===== config.mk =====
export PLATFORM = sky130hd
export DESIGN_NAME = aes_core_arbiter_flat
export DESIGN_NICKNAME = d
export VERILOG_FILES = /design/src/rtl/aes_core_arbiter_if.sv /design/src/rtl/aes_core_arbiter.sv /design/src/flat_wrapper.sv
export SDC_FILE = /design/constraint.sdc
export NUM_CORES = 1
export LEC_CHECK = 0
export CORE_AREA = 4 4 430 432
export CTS_CLUSTER_DIAMETER = 30
export DETAILED_ROUTE_END_ITERATION = 7
export DIE_AREA = 0 0 434 436
export GPL_TIMING_DRIVEN = 0
export HOLD_SLACK_MARGIN = 0.15
export SYNTH_ARGS = -nofsm -noshare
export SYNTH_HDL_FRONTEND = slang
export SYNTH_SLANG_ARGS = --single-unit

===== constraint.sdc =====
create_clock -name clk -period 1.6 [get_ports clk]
set_input_delay 0.32 -clock clk [delete_from_list [all_inputs] [get_ports clk]]
set_output_delay 0.32 -clock clk [all_outputs]
set_load 0.1 [all_outputs]

===== src/rtl/aes_core_arbiter_if.sv =====
// Request/response handshake bundle between the two stream front-ends and the AES core arbiter.
// The master modport is the front-end side and the slave modport is the arbiter side.
interface aes_core_arbiter_if;
  logic         req0_valid;
  logic         req0_ready;
  logic [127:0] req0_data;
  logic [127:0] req0_key;
  logic         req1_valid;
  logic         req1_ready;
  logic [127:0] req1_data;
  logic [127:0] req1_key;
  logic         rsp0_valid;
  logic         rsp0_ready;
  logic         rsp1_valid;
  logic         rsp1_ready;
  logic [127:0] rsp_data;

  modport master (
    output req0_valid, req0_data, req0_key, rsp0_ready,
    output req1_valid, req1_data, req1_key, rsp1_ready,
    input  req0_ready, req1_ready, rsp0_valid, rsp1_valid, rsp_data
  );

  modport slave (
    input  req0_valid, req0_data, req0_key, rsp0_ready,
    input  req1_valid, req1_data, req1_key, rsp1_ready,
    output req0_ready, req1_ready, rsp0_valid, rsp1_valid, rsp_data
  );
endinterface


===== src/rtl/aes_core_arbiter.sv =====
// Round-robin arbiter sharing one handshake-less AES-128 core between two requesters.
// Define AES_ARB_PERF_CNT_EN to build the per-port completed-response counters.
module aes_core_arbiter #(
  parameter int CORE_LAT = 30,
  parameter int LAT_W    = 5
) (
  input  logic          clk,
  input  logic          rst_n,
  aes_core_arbiter_if.slave bus,
  output logic [127:0]  aes_inp_data,
  output logic [127:0]  aes_inp_key,
  input  logic [127:0]  aes_out_data,
  output logic          busy,
  output logic [31:0]   blk_cnt0,
  output logic [31:0]   blk_cnt1
);

  typedef enum logic [1:0] {
    IDLE = 2'd0,
    WAIT = 2'd1,
    RESP = 2'd2
  } state_t;

  state_t       state_q, state_d;
  logic [LAT_W-1:0] cnt_q, cnt_d;
  logic         last_grant_q, last_grant_d;
  logic         owner_q, owner_d;
  logic [127:0] inp_data_q, inp_data_d;
  logic [127:0] inp_key_q, inp_key_d;
  logic [127:0] rsp_data_q, rsp_data_d;

  logic grant0, grant1;
  logic accept0, accept1, accept;
  logic lat_done;
  logic rsp_hs0, rsp_hs1, rsp_hs;

  // On a tie the port that did not win last time is granted.
  always_comb begin
    grant0   = bus.req0_valid & (~bus.req1_valid | last_grant_q);
    grant1   = bus.req1_valid & (~bus.req0_valid | ~last_grant_q);
    accept0  = bus.req0_valid & bus.req0_ready;
    accept1  = bus.req1_valid & bus.req1_ready;
    accept   = accept0 | accept1;
    lat_done = (cnt_q == LAT_W'(CORE_LAT - 1));
    rsp_hs0  = bus.rsp0_valid & bus.rsp0_ready;
    rsp_hs1  = bus.rsp1_valid & bus.rsp1_ready;
    rsp_hs   = rsp_hs0 | rsp_hs1;
  end

  always_ff @(posedge clk) begin
    if (!rst_n) begin
      state_q      <= IDLE;
      cnt_q        <= '0;
      last_grant_q <= 1'b1;
      owner_q      <= 1'b0;
      inp_data_q   <= '0;
      inp_key_q    <= '0;
      rsp_data_q   <= '0;
    end else begin
      state_q      <= state_d;
      cnt_q        <= cnt_d;
      last_grant_q <= last_grant_d;
      owner_q      <= owner_d;
      inp_data_q   <= inp_data_d;
      inp_key_q    <= inp_key_d;
      rsp_data_q   <= rsp_data_d;
    end
  end

  always_comb begin
    state_d = state_q;
    case (state_q)
      IDLE:    if (accept)   state_d = WAIT;
      WAIT:    if (lat_done) state_d = RESP;
      RESP:    if (rsp_hs)   state_d = IDLE;
      default:               state_d = IDLE;
    endcase
  end

  // Core inputs stay frozen from one accept to the next, even across RESP and IDLE.
  always_comb begin
    cnt_d        = cnt_q;
    last_grant_d = last_grant_q;
    owner_d      = owner_q;
    inp_data_d   = inp_data_q;
    inp_key_d    = inp_key_q;
    rsp_data_d   = rsp_data_q;
    if (accept) begin
      inp_data_d   = accept1 ? bus.req1_data : bus.req0_data;
      inp_key_d    = accept1 ? bus.req1_key  : bus.req0_key;
      owner_d      = accept1;
      last_grant_d = accept1;
      cnt_d        = '0;
    end else if (state_q == WAIT) begin
      cnt_d = cnt_q + LAT_W'(1);
      if (lat_done) rsp_data_d = aes_out_data;
    end
  end

  always_comb begin
    bus.req0_ready = (state_q == IDLE) & grant0;
    bus.req1_ready = (state_q == IDLE) & grant1;
    bus.rsp0_valid = (state_q == RESP) & ~owner_q;
    bus.rsp1_valid = (state_q == RESP) & owner_q;
    busy           = (state_q != IDLE);
  end

  assign bus.rsp_data  = rsp_data_q;
  assign aes_inp_data  = inp_data_q;
  assign aes_inp_key   = inp_key_q;

`ifdef AES_ARB_PERF_CNT_EN
  logic [31:0] blk_cnt0_q, blk_cnt0_d;
  logic [31:0] blk_cnt1_q, blk_cnt1_d;

  always_comb begin
    blk_cnt0_d = blk_cnt0_q + {31'd0, rsp_hs0};
    blk_cnt1_d = blk_cnt1_q + {31'd0, rsp_hs1};
  end

  always_ff @(posedge clk) begin
    if (!rst_n) begin
      blk_cnt0_q <= '0;
      blk_cnt1_q <= '0;
    end else begin
      blk_cnt0_q <= blk_cnt0_d;
      blk_cnt1_q <= blk_cnt1_d;
    end
  end

  assign blk_cnt0 = blk_cnt0_q;
  assign blk_cnt1 = blk_cnt1_q;
`else
  assign blk_cnt0 = 32'h0;
  assign blk_cnt1 = 32'h0;
`endif

endmodule

===== src/flat_wrapper.sv =====
// flat-port wrapper written by rule: the top's interface ports become plain ports
module aes_core_arbiter_flat 
#(
  parameter int CORE_LAT = 30,
  parameter int LAT_W    = 5
)
  (clk, rst_n, aes_inp_data, aes_inp_key, aes_out_data, busy, blk_cnt0, blk_cnt1, bus_req0_valid, bus_req0_data, bus_req0_key, bus_rsp0_ready, bus_req1_valid, bus_req1_data, bus_req1_key, bus_rsp1_ready, bus_req0_ready, bus_req1_ready, bus_rsp0_valid, bus_rsp1_valid, bus_rsp_data);
  aes_core_arbiter_if bus_i ();
  input  logic clk;
  input  logic rst_n;
  output logic [127:0] aes_inp_data;
  output logic [127:0] aes_inp_key;
  input  logic [127:0] aes_out_data;
  output logic busy;
  output logic [31:0] blk_cnt0;
  output logic [31:0] blk_cnt1;
  input wire logic [$bits(bus_i.req0_valid)-1:0] bus_req0_valid;
  input wire logic [$bits(bus_i.req0_data)-1:0] bus_req0_data;
  input wire logic [$bits(bus_i.req0_key)-1:0] bus_req0_key;
  input wire logic [$bits(bus_i.rsp0_ready)-1:0] bus_rsp0_ready;
  input wire logic [$bits(bus_i.req1_valid)-1:0] bus_req1_valid;
  input wire logic [$bits(bus_i.req1_data)-1:0] bus_req1_data;
  input wire logic [$bits(bus_i.req1_key)-1:0] bus_req1_key;
  input wire logic [$bits(bus_i.rsp1_ready)-1:0] bus_rsp1_ready;
  output wire logic [$bits(bus_i.req0_ready)-1:0] bus_req0_ready;
  output wire logic [$bits(bus_i.req1_ready)-1:0] bus_req1_ready;
  output wire logic [$bits(bus_i.rsp0_valid)-1:0] bus_rsp0_valid;
  output wire logic [$bits(bus_i.rsp1_valid)-1:0] bus_rsp1_valid;
  output wire logic [$bits(bus_i.rsp_data)-1:0] bus_rsp_data;
  assign bus_i.req0_valid = bus_req0_valid;
  assign bus_i.req0_data = bus_req0_data;
  assign bus_i.req0_key = bus_req0_key;
  assign bus_i.rsp0_ready = bus_rsp0_ready;
  assign bus_i.req1_valid = bus_req1_valid;
  assign bus_i.req1_data = bus_req1_data;
  assign bus_i.req1_key = bus_req1_key;
  assign bus_i.rsp1_ready = bus_rsp1_ready;
  assign bus_req0_ready = bus_i.req0_ready;
  assign bus_req1_ready = bus_i.req1_ready;
  assign bus_rsp0_valid = bus_i.rsp0_valid;
  assign bus_rsp1_valid = bus_i.rsp1_valid;
  assign bus_rsp_data = bus_i.rsp_data;
  aes_core_arbiter #(.CORE_LAT(CORE_LAT), .LAT_W(LAT_W)) u_core (.clk(clk), .rst_n(rst_n), .bus(bus_i), .aes_inp_data(aes_inp_data), .aes_inp_key(aes_inp_key), .aes_out_data(aes_out_data), .busy(busy), .blk_cnt0(blk_cnt0), .blk_cnt1(blk_cnt1));
endmodule

==> flow_summary.toml <==
[power_and_ir_drop]
pwr-share-comb = 0.318
switching_share = 0.3575
power_mw = 57.66
pwr-share-seq = 0.201
p_sw_mw = 20.61
p_per_area_nw_per_um2 = 1126
intPower_mw = 37.05
clockPowerShare = 0.481
ir_worst_vdd_uv = 689.9
leakagePower_nw = 17.72

[grt]
overflow = 0
antenna_found_initial = 133
grt_pass1_wl_microns = 247600
grt_pass1_vias = 27704
grtUsageTotal = 0.1915
grt_max_degree = 17

[logic_synthesis]
syn_avg_cell_area_sq_um = 9.041
synth_most_common_cell = "nor4b_1"
syn-instance-count = 2269
ys.flop_type = "dfxtp_1"
synth_top_area_cell = "dfxtp_1"
synth_area_sq_um = 20510
async_flop_share = 0
yosys_warnings = 0
yosys.area.top_type_share = 0.3835
synth_area_leaders = "dfxtp_1 38%, nor4b_1 21%, a2111oi_0 11%, a21oi_1 6.3%, a21boi_0 4.4%"
ys_ff_latch = 393
yosysSeqAreaShare = 0.3835
yosysUniqueCellTypes = 40
synth_edf_count = 0
yosys-top-cells-count = "502 x nor4b_1, 393 x dfxtp_1, 259 x a21oi_1"

[worst_hold_path]
min_path_type = "primary input to flip-flop"
worstHoldStart = "aes_out_data[117]"

[floorplanning]
die_w_microns = 434
die_area_sq_um = 189200
core_area_sq_um = 180500
io_pins = 1099
row_count = 156
die-height_microns = 436
initial_core_util = 0.1136

[run_status]
violations = "negative setup slack"
outcome = "complete, but fails checks"

[drt]
drt_iter0_drc = 2256
met1Wirelength_microns = 64840
via_per_inst = 4.481
antenna_left = 0
dr.pass1.iters = 5
wl_per_cell_microns = 31.03
topRoutingLayerUsed = "met5"
via_count = 27986
wl_met2_microns = 99290
drt-total-wl_microns = 193800
wl_met3_microns = 17240
drc = 0

[cells_and_area]
fillers = 18308
syn2layout_area_growth_pct = 149.6
nets = 4372
post-route-util = 0.2836
drive_gt1_frac = 0.4667

[sta]
finClkSkew_ns = 0.03495
fin_crit_sh = 1.495
finalHoldViolations = 0
max_freq_ghz = 0.4182
fin_tns_setup_ns = -156.56
setup_violations = 733
worstMarginPinSlew_ns = 1.099
drv_slew = 0
grt_setup_unrepaired = "yes"
worst_slack_ns = -0.7914
post-route-min-period_ns = 2.391
fin_hold_ws_ns = 0.2570
slew_headroom = 0.2676

[critical_path]
slowest_stage = "dfxtp_4"
end_kind = "flip-flop"
crit_type = "flip-flop to flip-flop"
timing.rr.start = "u_core.state_q[1]$_SDFFE_PN0P_"
critPathMaxStageDelay_ns = 0.38
cp-start-kind = "flip-flop"
crit_path_max_fanout = 6
arrival_ns = 3.03
worst-path-buf-inv = 10
crit_required_ns = 2.24
crit_chain = "nor2_4, inv_2, buf_12, buf_4, buf_4, buf_6, buf_8, buf_4, buf_6, buf_12, buf_8, nor4b_4, nor4b_2"
crit_family = "buffers and inverters"
startpoint = "u_core.state_q[1]$_SDFFE_PN0P_"
cp_common_cell = "buf_4"

[placed_design]
gp_congestion = 0.9349
dp_hpwl_microns = 153100
pre_cts_ws_ns = -2.260
io_buffers = 1033

[run]
maxCapViolCount = 0

[clock_network]
numClockSinks = 393
cts_made_buffers = 131
cts_tree = "built"
cts_root_buf = "clkbuf_16"
htreeDepth = 4
cts_buffer_depth = 3
clk_latency_ns = 0.77
clkSlewWorstSetupHoldPaths_ns = 0.04
worst paths after layout:
kind                                                               to  slack, ns  cells past startpoint
worst min register to register   u_core.bus.rsp_data[74]$_SDFFE_PN0P_       0.48                      2
worst max-delay path            u_core.aes_inp_data[127]$_SDFFE_PN0P_      -0.79                     13
worst max register to register  u_core.aes_inp_data[127]$_SDFFE_PN0P_      -0.79                     13
worst min-delay path            u_core.bus.rsp_data[117]$_SDFFE_PN0P_       0.26                      3
layout make-up:
cell class / count / area [sq um] / share of cell area
sequential: 393 / 8486 / 0.1657
buffer: 415 / 2990 / 0.05840
inverter: 4 / 18.77 / 0.0003665
clock buffer: 190 / 3892 / 0.07602
antenna: 47 / 117.6 / 0.002297
clock inverter: 48 / 882.1 / 0.01723
multi-input combinational: 1514 / 15180 / 0.2965
timing repair buffer: 1265 / 16670 / 0.3255
tap: 2370 / 2965 / 0.05791
placed cells by master, fill, tap and decap left out, drive strengths merged, types with 15 or more instances in the layout:
cell           Yosys  final
buf              185    684
clkbuf           236    435
o21ai            131    131
dfxtp            393    393
conb               1     64
a21oi            259    259
clkdlybuf4s50      0    643
bufinv             0     15
nor4b            512    512
a21boi           130    130
clkinv             0     29
a2111oi          256    256
dlygate4sd3        0    106
nand3            131    131
diode              0     47
cell families after synthesis:
| logic type | count (synthesis) | share of synthesized area |
|---|---|---|
| flops | 393 | 0.3835 |
| simple gates | 667 | 0.2608 |
| other cells | 1 | 0.0001828 |
| buf+inv | 425 | 0.09722 |
| xor+xnor | 2 | 0.0008541 |
| fa+ha+maj | 2 | 0.001220 |
| mux | 1 | 0.0004880 |
| compound gates | 778 | 0.2557 |
routing by layer:
layer,GRT usage,vias to the layer above
met4,0.1202,62
met3,0.06397,481
met2,0.3343,1613
met5,0,-
met1,0.1961,13814
li1,-,12016
worst register-to-register path, stage by stage, from the launching register on:
cell and delay [ns]:
dfxtp_4 0.38, nor2_4 0.21, inv_2 0.08, buf_12 0.14
buf_4 0.14, buf_4 0.12, buf_6 0.12, buf_8 0.13
buf_4 0.13, buf_6 0.11, buf_12 0.13, buf_8 0.14
nor4b_4 0.36, nor4b_2 0.08
registers in the layout, summed over array words and instances (netlist names):
register	cells
u_core.aes_inp_key	128
u_core.cnt_q	5
u_core.bus.rsp_data	128
u_core.state_q	2
u_core.aes_inp_data	128
u_core.owner_q	1
u_core.last_grant_q	1
repair_timing:
item / 4_1_cts / 5_1_grt
hold buffers: 106 / 0
endpoints found under the setup margin: 782 / 780
resized for setup: 4147 / 905
hold endpoints to repair: 106 / 0
setup buffers: 81 / 35
pin swaps: 24 / 59
gates cloned: 5 / 3
per-stage QoR:
stage / instance area (sq um) / std cells
4_1_cts: 46600 / 6167
6_report: 51210 / 6246
3_5_place_dp: 34130 / 5739
3_3_place_gp: 34110 / 5735
5_1_grt: 51160 / 6229
2_1_floorplan: 20810 / 2332
power groups by stage:
stage                     combinational, mW  clock [mW]  sequential (mW)
after floorplan                        3.59           0             16.1
after global placement                 13.8           0             11.2
after detailed placement               13.8           0             11.2
after CTS                              16.5        28.1             11.5
after global routing                   18.9        28.6             11.6
final                                  18.3        27.7             11.6
No activity file was read; power rests on OpenSTA's default activity.
